<file path="config.mk">
export PLATFORM = sky130hd
export DESIGN_NAME = uart_tx_gen
export DESIGN_NICKNAME = d
export VERILOG_FILES = /design/src/rtl/uart_tx_pkg.sv /design/src/rtl/uart_tx_fifo.sv /design/src/rtl/uart_tx_gen.sv
export SDC_FILE = /design/constraint.sdc
export NUM_CORES = 1
export LEC_CHECK = 0
export ABC_AREA = 1
export BUFFER_PORTS_ARGS = -buffer_cell sky130_fd_sc_hd__buf_2
export CORE_ASPECT_RATIO = 1.1
export CORE_MARGIN = 2
export CORE_UTILIZATION = 55
export DETAILED_ROUTE_END_ITERATION = 8
export PLACE_DENSITY = 0.81
export SLEW_MARGIN = 20
export SYNTH_ARGS = -nofsm -noshare
export SYNTH_HDL_FRONTEND = slang
export SYNTH_SLANG_ARGS = --single-unit
</file>
<file path="constraint.sdc">
create_clock -name clk -period 5.41 [get_ports clk]
set_input_delay 0 -clock clk [delete_from_list [all_inputs] [get_ports clk]]
set_output_delay 0 -clock clk [all_outputs]
set_load 0.05 [all_outputs]
</file>
<file path="src/rtl/uart_tx_pkg.sv">
// Shared types and constants for the configurable UART transmitter.
// Optional parity support is compiled in with the UART_TX_PARITY_EN macro.
package uart_tx_pkg;

    typedef enum logic [2:0] {
        ST_IDLE,
        ST_START,
        ST_DATA,
        ST_PARITY,
        ST_STOP
    } uart_tx_state_e;

    localparam int unsigned DBITS_BASE = 5;
    localparam int unsigned DIV_MIN    = 2;

    // Keep only the low 5..8 bits selected by the data-width code.
    function automatic logic [7:0] data_mask(input logic [1:0] dbits);
        logic [7:0] mask;
        mask = 8'hFF >> (2'd3 - dbits);
        return mask;
    endfunction

endpackage

</file>
<file path="src/rtl/uart_tx_fifo.sv">
// Byte FIFO feeding the transmitter; DEPTH must be a power of two, at least 2.
module uart_tx_fifo #(
    parameter int unsigned DEPTH = 4
) (
    input  logic                     clk,
    input  logic                     rst,
    input  logic                     push,
    input  logic [7:0]               wdata,
    input  logic                     pop,
    output logic [7:0]               rdata_c,
    output logic                     empty_c,
    output logic                     ready,
    output logic [$clog2(DEPTH):0]   count
);

    localparam int unsigned AW = $clog2(DEPTH);
    localparam int unsigned CW = AW + 1;

    logic [7:0]    mem [DEPTH];
    logic [AW-1:0] wr_ptr;
    logic [AW-1:0] rd_ptr;
    logic          push_ok_c;
    logic          pop_ok_c;
    logic [CW-1:0] count_d;

    assign push_ok_c = push && ready;
    assign pop_ok_c  = pop && !empty_c;
    assign empty_c   = (count == '0);
    assign rdata_c   = mem[rd_ptr];
    assign count_d   = count + CW'(push_ok_c) - CW'(pop_ok_c);

    // Pointers, occupancy and a registered not-full flag; a pop never frees a slot combinationally.
    always_ff @(posedge clk) begin
        if (rst) begin
            wr_ptr <= '0;
            rd_ptr <= '0;
            count  <= '0;
            ready  <= 1'b1;
        end else begin
            if (push_ok_c) wr_ptr <= wr_ptr + AW'(1);
            if (pop_ok_c)  rd_ptr <= rd_ptr + AW'(1);
            count <= count_d;
            ready <= (count_d != CW'(DEPTH));
        end
    end

    // Storage write; contents need no reset since pointers define validity.
    always_ff @(posedge clk) begin
        if (push_ok_c) mem[wr_ptr] <= wdata;
    end

endmodule

</file>
<file path="src/rtl/uart_tx_gen.sv">
// Configurable UART transmitter: divisor baud, 5-8 data bits, 1/2 stop bits.
// Parity bit support is present only when UART_TX_PARITY_EN is defined.
module uart_tx_gen
    import uart_tx_pkg::*;
#(
    parameter int unsigned FIFO_DEPTH = 4,
    parameter int unsigned DIV_W      = 16,
    parameter int unsigned DIV_RST    = 234
) (
    input  logic                          clk,
    input  logic                          rst,
    input  logic [DIV_W-1:0]              cfg_div,
    input  logic [1:0]                    cfg_dbits,
    input  logic                          cfg_stop2,
    input  logic                          cfg_par_en,
    input  logic                          cfg_par_odd,
    input  logic                          in_valid,
    output logic                          in_ready,
    input  logic [7:0]                    in_data,
    output logic                          tx,
    output logic                          busy,
    output logic                          frame_done,
    output logic [$clog2(FIFO_DEPTH):0]   fifo_count
);

    uart_tx_state_e   state_q, state_d;
    logic [DIV_W-1:0] baud_q, baud_d;
    logic [DIV_W-1:0] div_q, div_d;
    logic [2:0]       bit_q, bit_d;
    logic [2:0]       last_bit_q, last_bit_d;
    logic [7:0]       data_q, data_d;
    logic             stop2_q, stop2_d;
    logic             stop_sec_q, stop_sec_d;
    logic             tx_q, tx_d;
    logic             busy_q, busy_d;
    logic             frame_done_q, frame_done_d;
`ifdef UART_TX_PARITY_EN
    logic             par_en_q, par_en_d;
    logic             par_odd_q, par_odd_d;
`else
    logic             unused_par_c;
    assign unused_par_c = cfg_par_en ^ cfg_par_odd;
`endif

    logic             load_c;
    logic             fifo_empty_c;
    logic [7:0]       fifo_rdata_c;
    logic [DIV_W-1:0] div_eff_c;

    assign div_eff_c = (cfg_div < DIV_W'(DIV_MIN)) ? DIV_W'(DIV_MIN) : cfg_div;

    uart_tx_fifo #(.DEPTH(FIFO_DEPTH)) u_fifo (
        .clk     (clk),
        .rst     (rst),
        .push    (in_valid),
        .wdata   (in_data),
        .pop     (load_c),
        .rdata_c (fifo_rdata_c),
        .empty_c (fifo_empty_c),
        .ready   (in_ready),
        .count   (fifo_count)
    );

    // State, frame and output registers.
    always_ff @(posedge clk) begin
        if (rst) begin
            state_q      <= ST_IDLE;
            baud_q       <= '0;
            div_q        <= DIV_W'(DIV_RST);
            bit_q        <= '0;
            last_bit_q   <= '0;
            data_q       <= '0;
            stop2_q      <= 1'b0;
            stop_sec_q   <= 1'b0;
            tx_q         <= 1'b1;
            busy_q       <= 1'b0;
            frame_done_q <= 1'b0;
`ifdef UART_TX_PARITY_EN
            par_en_q     <= 1'b0;
            par_odd_q    <= 1'b0;
`endif
        end else begin
            state_q      <= state_d;
            baud_q       <= baud_d;
            div_q        <= div_d;
            bit_q        <= bit_d;
            last_bit_q   <= last_bit_d;
            data_q       <= data_d;
            stop2_q      <= stop2_d;
            stop_sec_q   <= stop_sec_d;
            tx_q         <= tx_d;
            busy_q       <= busy_d;
            frame_done_q <= frame_done_d;
`ifdef UART_TX_PARITY_EN
            par_en_q     <= par_en_d;
            par_odd_q    <= par_odd_d;
`endif
        end
    end

    // Next-state, baud counting, frame latching and registered output values.
    always_comb begin
        state_d      = state_q;
        baud_d       = baud_q;
        div_d        = div_q;
        bit_d        = bit_q;
        last_bit_d   = last_bit_q;
        data_d       = data_q;
        stop2_d      = stop2_q;
        stop_sec_d   = stop_sec_q;
        load_c       = 1'b0;
        frame_done_d = 1'b0;
        tx_d         = 1'b1;
        busy_d       = (state_q != ST_IDLE) || !fifo_empty_c;
`ifdef UART_TX_PARITY_EN
        par_en_d     = par_en_q;
        par_odd_d    = par_odd_q;
`endif

        case (state_q)
            ST_START:  tx_d = 1'b0;
            ST_DATA:   tx_d = data_q[bit_q];
`ifdef UART_TX_PARITY_EN
            ST_PARITY: tx_d = (^data_q) ^ par_odd_q;
`endif
            default:   tx_d = 1'b1;
        endcase

        if (state_q != ST_IDLE) begin
            baud_d = (baud_q == '0) ? div_q - DIV_W'(1) : baud_q - DIV_W'(1);
        end

        case (state_q)
            ST_IDLE: load_c = !fifo_empty_c;
            ST_START: begin
                if (baud_q == '0) begin
                    state_d = ST_DATA;
                    bit_d   = '0;
                end
            end
            ST_DATA: begin
                if (baud_q == '0) begin
                    if (bit_q == last_bit_q) begin
                        stop_sec_d = 1'b0;
`ifdef UART_TX_PARITY_EN
                        state_d    = par_en_q ? ST_PARITY : ST_STOP;
`else
                        state_d    = ST_STOP;
`endif
                    end else begin
                        bit_d = bit_q + 3'd1;
                    end
                end
            end
`ifdef UART_TX_PARITY_EN
            ST_PARITY: begin
                if (baud_q == '0) begin
                    state_d    = ST_STOP;
                    stop_sec_d = 1'b0;
                end
            end
`endif
            ST_STOP: begin
                if (baud_q == '0) begin
                    if (stop2_q && !stop_sec_q) begin
                        stop_sec_d = 1'b1;
                    end else begin
                        frame_done_d = 1'b1;
                        if (!fifo_empty_c) load_c  = 1'b1;
                        else               state_d = ST_IDLE;
                    end
                end
            end
            default: state_d = ST_IDLE;
        endcase

        // Pop the head byte and freeze the configuration for the whole frame.
        if (load_c) begin
            state_d    = ST_START;
            data_d     = fifo_rdata_c & data_mask(cfg_dbits);
            last_bit_d = 3'(DBITS_BASE - 1) + 3'(cfg_dbits);
            stop2_d    = cfg_stop2;
            stop_sec_d = 1'b0;
            div_d      = div_eff_c;
            baud_d     = div_eff_c - DIV_W'(1);
`ifdef UART_TX_PARITY_EN
            par_en_d   = cfg_par_en;
            par_odd_d  = cfg_par_odd;
`endif
        end
    end

    assign tx         = tx_q;
    assign busy       = busy_q;
    assign frame_done = frame_done_q;

endmodule
</file>
=== After elaboration in Yosys (flattened, before gate mapping) ===
Memories as Yosys holds them, arrays and structs flattened. A register that Yosys moved wholly into a read port is not among the register bits.
Cells that the tools add are included.

* Add/sub/neg operators: 10
* Multiply operators: 0
* Divide/modulo/power cells: 0
* Magnitude comparators: 2
* Eq/ne operators: 20
* Shifts and indexed selects: 1
* Multiplexer cells: 33
* Bitwise logic cells: 4
* Reductions and logical operators: 19

{| class="wikitable"
|+ Operator list
! cell !! number
|-
| 16-bit two-way mux || 4
|-
| 16-bit by 1-bit subtractor with 16-bit output, second input constant || 3
|-
| 3-bit two-way mux || 9
|-
| 3-bit by 2-bit inequality test with 1-bit output, second input constant || 6
|-
| 16-bit zero test || 1
|-
| 16-bit by 2-bit less-than comparator with 1-bit output, second input constant || 1
|-
| 2-bit inequality test, second input constant || 8
|-
| 7-bit AND reduction || 2
|-
| 1-bit two-way mux || 12
|-
| 3-bit one-hot mux with 4 select lines || 1
|-
| 8-bit bitwise AND || 1
|-
| 8-bit by 2-bit >> shifter with 8-bit output, first input constant || 1
|-
| 3-bit zero test || 2
|-
| 1-bit one-hot mux with 2 select lines || 3
|-
| 3-bit one-hot mux with 2 select lines || 1
|-
| 2-bit nonzero test || 3
|-
| 5-bit AND reduction || 1
|-
| 2-bit by 1-bit adder with 2-bit output, second input constant || 2
|-
| 3-bit by 4-bit less-than comparator with 1-bit output, second input constant || 1
|-
| 2-bit two-way mux || 2
|-
| 4-bit AND reduction || 1
|-
| 3-bit by 1-bit adder with 3-bit output || 1
|-
| 3-bit by 1-bit adder with 3-bit output, second input constant || 1
|-
| 3-bit by 2-bit adder with 3-bit output, first input constant || 1
|-
| 16 further kinds || 21
|}

* Flip-flop bits (word level): 62
* Latch bits: 0
* Bits in writable memories: 32
* Bits in read-only memories: 0
* Bits of input ports: 32
* Output and inout port bits: 7
* Logic and storage cells: 106
* Memories kept: 1

{| class="wikitable"
|+ Memory list
! name !! depth !! width !! rd ports !! clocked after memory_dff !! wr ports !! line !! RTL
|-
| u_fifo.mem || 4 || 8 || 1 || 1 || 1 || uart_tx_fifo.sv:19 || <nowiki>logic [7:0] mem [DEPTH];</nowiki>
|}

=== Logic depth before layout (Yosys ltp) ===
* Depth after elaboration: 8
* Mapped depth: 20
* Mapped depth without buffers: 19

=== Modules after synthesis ===
From an unflattened synthesis, not the netlist that was laid out.

* Cell total of the unflattened synthesis: 615
* Area total of the unflattened synthesis: 4764.6 µm²

{| class="wikitable"
|+ By module, submodules not included
! module !! instances !! cells each !! area each (µm²) !! sequential area each (µm²)
|-
| uart_tx_gen || 1 || 471 || 3071.7 || 1081.0
|-
| uart_tx_fifo || 1 || 144 || 1692.9 || 1161.1
|}

=== Least setup slack after synthesis ===
No wires, ideal clock.

* Kind: reg2reg
* From: register u_fifo.count[1]
* To: register u_fifo.ready
* Library setup time: 0.125 ns
* Arrival: 2.883 ns
* Required time: 5.285 ns
* Setup slack: 2.402 ns
* Stages on the path, launching flop included: 15
* Buffers on the path: 3
* Period minus slack after synthesis: 3.008 ns
* Path through: dfxtp_1 -> inv_1 -> nand2_1 -> nand3_2 -> o21ai_2 -> buf_6 -> buf_12 -> buf_2 -> ha_1 -> inv_1 -> ha_1 -> fa_1 -> or2_2 -> a21oi_1 -> nand3_1

* Word-level cells in the longest chain between the ends: 8
* Elaborated cells on any way between the ends: 10
* Classes of those cells: add/sub (2); eq/ne (1); mux (4); reduce/logical (3)

{| class="wikitable"
|+ Ends and longest elaborated chain
! element !! line !! RTL
|-
| from (decl) || uart_tx_fifo.sv:13 || <nowiki>output logic [$clog2(DEPTH):0] count</nowiki>
|-
| from (signal assigned) || uart_tx_fifo.sv:42 || <nowiki>count <= count_d;</nowiki>
|-
| 3-bit zero test * || uart_tx_fifo.sv:28 || <nowiki>assign empty_c = (count == '0);</nowiki>
|-
| 1-bit two-way mux || uart_tx_gen.sv:169 || <nowiki>if (!fifo_empty_c) load_c = 1'b1;</nowiki>
|-
| 1-bit two-way mux || uart_tx_gen.sv:165 || <nowiki>if (stop2_q && !stop_sec_q) begin</nowiki>
|-
| 1-bit two-way mux || uart_tx_gen.sv:164 || <nowiki>if (baud_q == '0) begin</nowiki>
|-
| 1-bit one-hot mux with 2 select lines || uart_tx_gen.sv:133 || <nowiki>case (state_q)</nowiki>
|-
| 1-bit logical AND * || uart_tx_fifo.sv:27 || <nowiki>assign pop_ok_c = pop && !empty_c;</nowiki>
|-
| via u_fifo.pop_ok_c || uart_tx_fifo.sv:23 || <nowiki>logic pop_ok_c;</nowiki>
|-
| 3-bit by 1-bit subtractor with 3-bit output * || uart_tx_fifo.sv:30 || <nowiki>assign count_d = count + CW'(push_ok_c) - CW'(pop_ok_c);</nowiki>
|-
| 3-bit inequality test * || uart_tx_fifo.sv:43 || <nowiki>ready <= (count_d != CW'(DEPTH));</nowiki>
|-
| to (signal assigned) || uart_tx_fifo.sv:43 ||
|-
| to (decl) || uart_tx_fifo.sv:12 || <nowiki>output logic ready,</nowiki>
|}

Mark *: on every way through the listed nets, which the timed path passes. The rest lies on a longest branch.
A chain may end at the register's enable or synchronous reset.

=== Worst setup path after layout ===
* From: register baud_q[13]
* To: register u_fifo.ready

* Word-level cells in the longest chain between the ends: 6

{| class="wikitable"
|+ Ends and longest elaborated chain
! element !! line !! RTL
|-
| from (decl) || uart_tx_gen.sv:27 || <nowiki>logic [DIV_W-1:0] baud_q, baud_d;</nowiki>
|-
| from (signal assigned) || uart_tx_gen.sv:84 || <nowiki>baud_q <= baud_d;</nowiki>
|-
| 16-bit zero test || uart_tx_gen.sv:164 ||
|-
| 1-bit two-way mux || uart_tx_gen.sv:164 ||
|-
| 1-bit one-hot mux with 2 select lines || uart_tx_gen.sv:133 ||
|-
| 1-bit logical AND || uart_tx_fifo.sv:27 ||
|-
| 3-bit by 1-bit subtractor with 3-bit output || uart_tx_fifo.sv:30 ||
|-
| 3-bit inequality test || uart_tx_fifo.sv:43 ||
|}

No other way between the ends.

==> metrics.yaml <==
avgRoutedWirePerCell_um: 14.1
finalSetupViolations: 0
slew_violations: 0
cts.sinks: 96
crit_path_max_fanout: 29
finClkSkew_ns: 0.00911
antenna_found_initial: 0
route.met2.wl_um: 5430
worstMarginPinSlew_ns: 1.00
start_util: 0.571
ant_nets: 0
r2r_end: "u_fifo.ready"
nFillCells: 699
hold_depth: 5
wl_met3_um: 533
m1WireLength_um: 4580
rrSetupSlack_ns: 1.91
post-route-period-util: 0.647
grt_start_max_net_pins: 32
cts_resized: 0
hold_slack_ns: 0.0307
ys_seq_elements: 96
leakagePower_nw: 2.38
dp_slack_ns: 1.95
design.core.area_um2: 8450
ir_drop_mv: 0.303
reg2reg_depth: 13
holdPathEnd: "data_q[7]"
die_y_um: 102
min_from: "cfg_dbits[0]"
clockBufferDepth: 2
yosysSeqAreaShare: 0.465
vias: 4202
crit_required_ns: 5.66
setup_ws_ns: 1.91
gp_congestion: 0.829
row_count: 35
dr.pass1.iters: 5
synthToLayoutAreaGrowth_pct: 13.0
cts_tree: "yes"
powerDensity_nw_per_um2: 562
maxSlewHeadroom: 0.330
grt_pass1_wl_um: 17800
syn_area_per_cell_um2: 7.92
drive_gt1_frac: 0.158
drc: 0
worstSetupStartpointType: "flip-flop"
path_class: "reg2reg"
r2r_start: "baud_q[13]"
syn-cell-area_um2: 4820
outcome: "finished, final reports clean"
rsz0062_at_grt: "false"
grt_usage: 0.238
cts_buffers: 9
maxCapViolCount: 0
path_clk_slew_ns: 0.10
crit_path_end_kind: "flip-flop"
hold_violations: 0
postCtsHoldBufs: 25
cts_root_buffer: "clkbuf_8"
clock.fmax_ghz: 0.286
clk_latency_ns: 0.36
hpwlAfterDp_um: 7140
top_layer_used: "met4"
antenna_cells: 0
viasPerCell: 5.42
num-nets-final: 700
yosys_warnings: 0
min_path_type: "in2reg"
die-area_um2: 9540
routed_wl_um: 10900
grt_pass1_vias: 4077
final.setup.tns_ns: 0
h-tree-depth: 3
utilization: 0.645
gr-total-overflow: 0
cts_setup_buffers: 0
die_w_um: 93.3
num_io_pins: 39
fin_total_pwr_w: 0.00306
cp.arrival_ns: 3.75
port_buffers: 36
ys_types: 41
synth_nets: 650
synthesis.instances: 609
dr.first_iter.drc_count: 299
period_minus_slack_ns: 3.50
==> routing by layer <==
| metal | vias to the layer above | GRT usage |
|---|---|---|
| met5 | - | 0 |
| met4 | 0 | 0.124 |
| met3 | 44 | 0.0487 |
| met2 | 138 | 0.426 |
| met1 | 1934 | 0.267 |
| li1 | 2086 | - |
==> sequential cells by signal, summed over array words and instances (netlist names), named ones only <==
signal	cells
stop2_q	1
baud_q	16
u_fifo.count	3
bit_q	3
u_fifo.mem	32
busy	1
tx	1
data_q	8
div_q	16
stop_sec_q	1
state_q	3
last_bit_q	3
frame_done	1
u_fifo.wr_ptr	2
u_fifo.ready	1
u_fifo.rd_ptr	2
==> worst max-delay path: stages (launching register included) <==
cell and delay (ns):
dfxtp_1 0.33, nor2_1 0.13, nand2_1 0.13, nor2_4 0.37
nand2_2 0.17, o21ai_2 0.48, buf_4 0.42, ha_1 0.18
inv_1 0.04, ha_1 0.18, fa_1 0.39, or2_2 0.31
a21oi_1 0.18, nand3_1 0.09
==> through the flow <==
step,cell area (µm²),std cells
CTS,5450,775
global placement,5030,734
finish,5450,775
detailed placement,5030,734
floorplan,4820,609
global route,5450,775
==> cells in the final DEF (no fill, tap or decap), drive strengths merged, types with 11 or more instances in the layout <==
master	instances
edfxtp	32
buf	37
inv	80
nand2	123
o21ai	51
a21oi	39
nor2	93
dlygate4sd3	25
clkbuf	11
dfxtp	64
nand3	58
==> worst max path at each step <==
| stage | startpoint | end | slack (ns) |
|---|---|---|---|
| 2_1_floorplan | u_fifo.count[1] | u_fifo.ready | 2.40 |
| 3_3_place_gp | baud_q[6] | u_fifo.ready | 2.08 |
| 3_5_place_dp | baud_q[13] | u_fifo.ready | 1.95 |
| 4_1_cts | baud_q[13] | u_fifo.ready | 1.94 |
| 5_1_grt | baud_q[13] | baud_q[2] | 1.66 |
| 6_report | baud_q[13] | u_fifo.ready | 1.91 |
==> power breakdown <==
| group | internal, W | total, W | switching, W |
|---|---|---|---|
| combinational | 0.000489 | 0.00158 | 0.00109 |
| sequential | 0.000928 | 0.00104 | 0.000116 |
| clock | 0.000173 | 0.000436 | 0.000263 |
| total | 0.00159 | 0.00306 | 0.00147 |
==> cell families after synthesis <==
family                     after synthesis  synth area share
and+or+nand+nor                        286             0.289
AOI/OAI and AO/OA                      110             0.123
buffers and inverters                  102            0.0871
DFF                                     96             0.465
adders and majority gates                9            0.0249
xor gates and xnor gates                 6            0.0109
==> synth_stat cells, drive strengths merged <==
library cell	count	area (µm²)
nand2	123	542
nor2	93	440
inv	79	297
dfxtp	64	1280
nand3	58	325
o21ai	51	259
a21oi	39	195
edfxtp	32	961
clkbuf	13	48.8
buf	10	75.1
ha	8	100
a31oi	7	43.8
a211oi	5	37.5
nor3	5	41.3
o22ai	4	25.0
xnor2	3	26.3
xor2	3	26.3
nand3b	2	15.0
nor4	2	12.5
a21boi	1	7.51
fa	1	20.0
nand4	1	6.26
nor3b	1	7.51
o221ai	1	8.76
o2bb2ai	1	8.76
o31ai	1	7.51
or2	1	6.26
==> cell type report <==
cell class | instances | area [µm²] | share of cell area
Clock buffer | 11 | 131 | 0.0241
Multi-Input combinational cell | 411 | 2160 | 0.397
Sequential cell | 96 | 2240 | 0.411
Clock inverter | 5 | 43.8 | 0.00803
Timing Repair Buffer | 62 | 438 | 0.0803
Tap cell | 111 | 139 | 0.0255
Inverter | 79 | 297 | 0.0544
No activity file was read; power rests on OpenSTA's default activity.
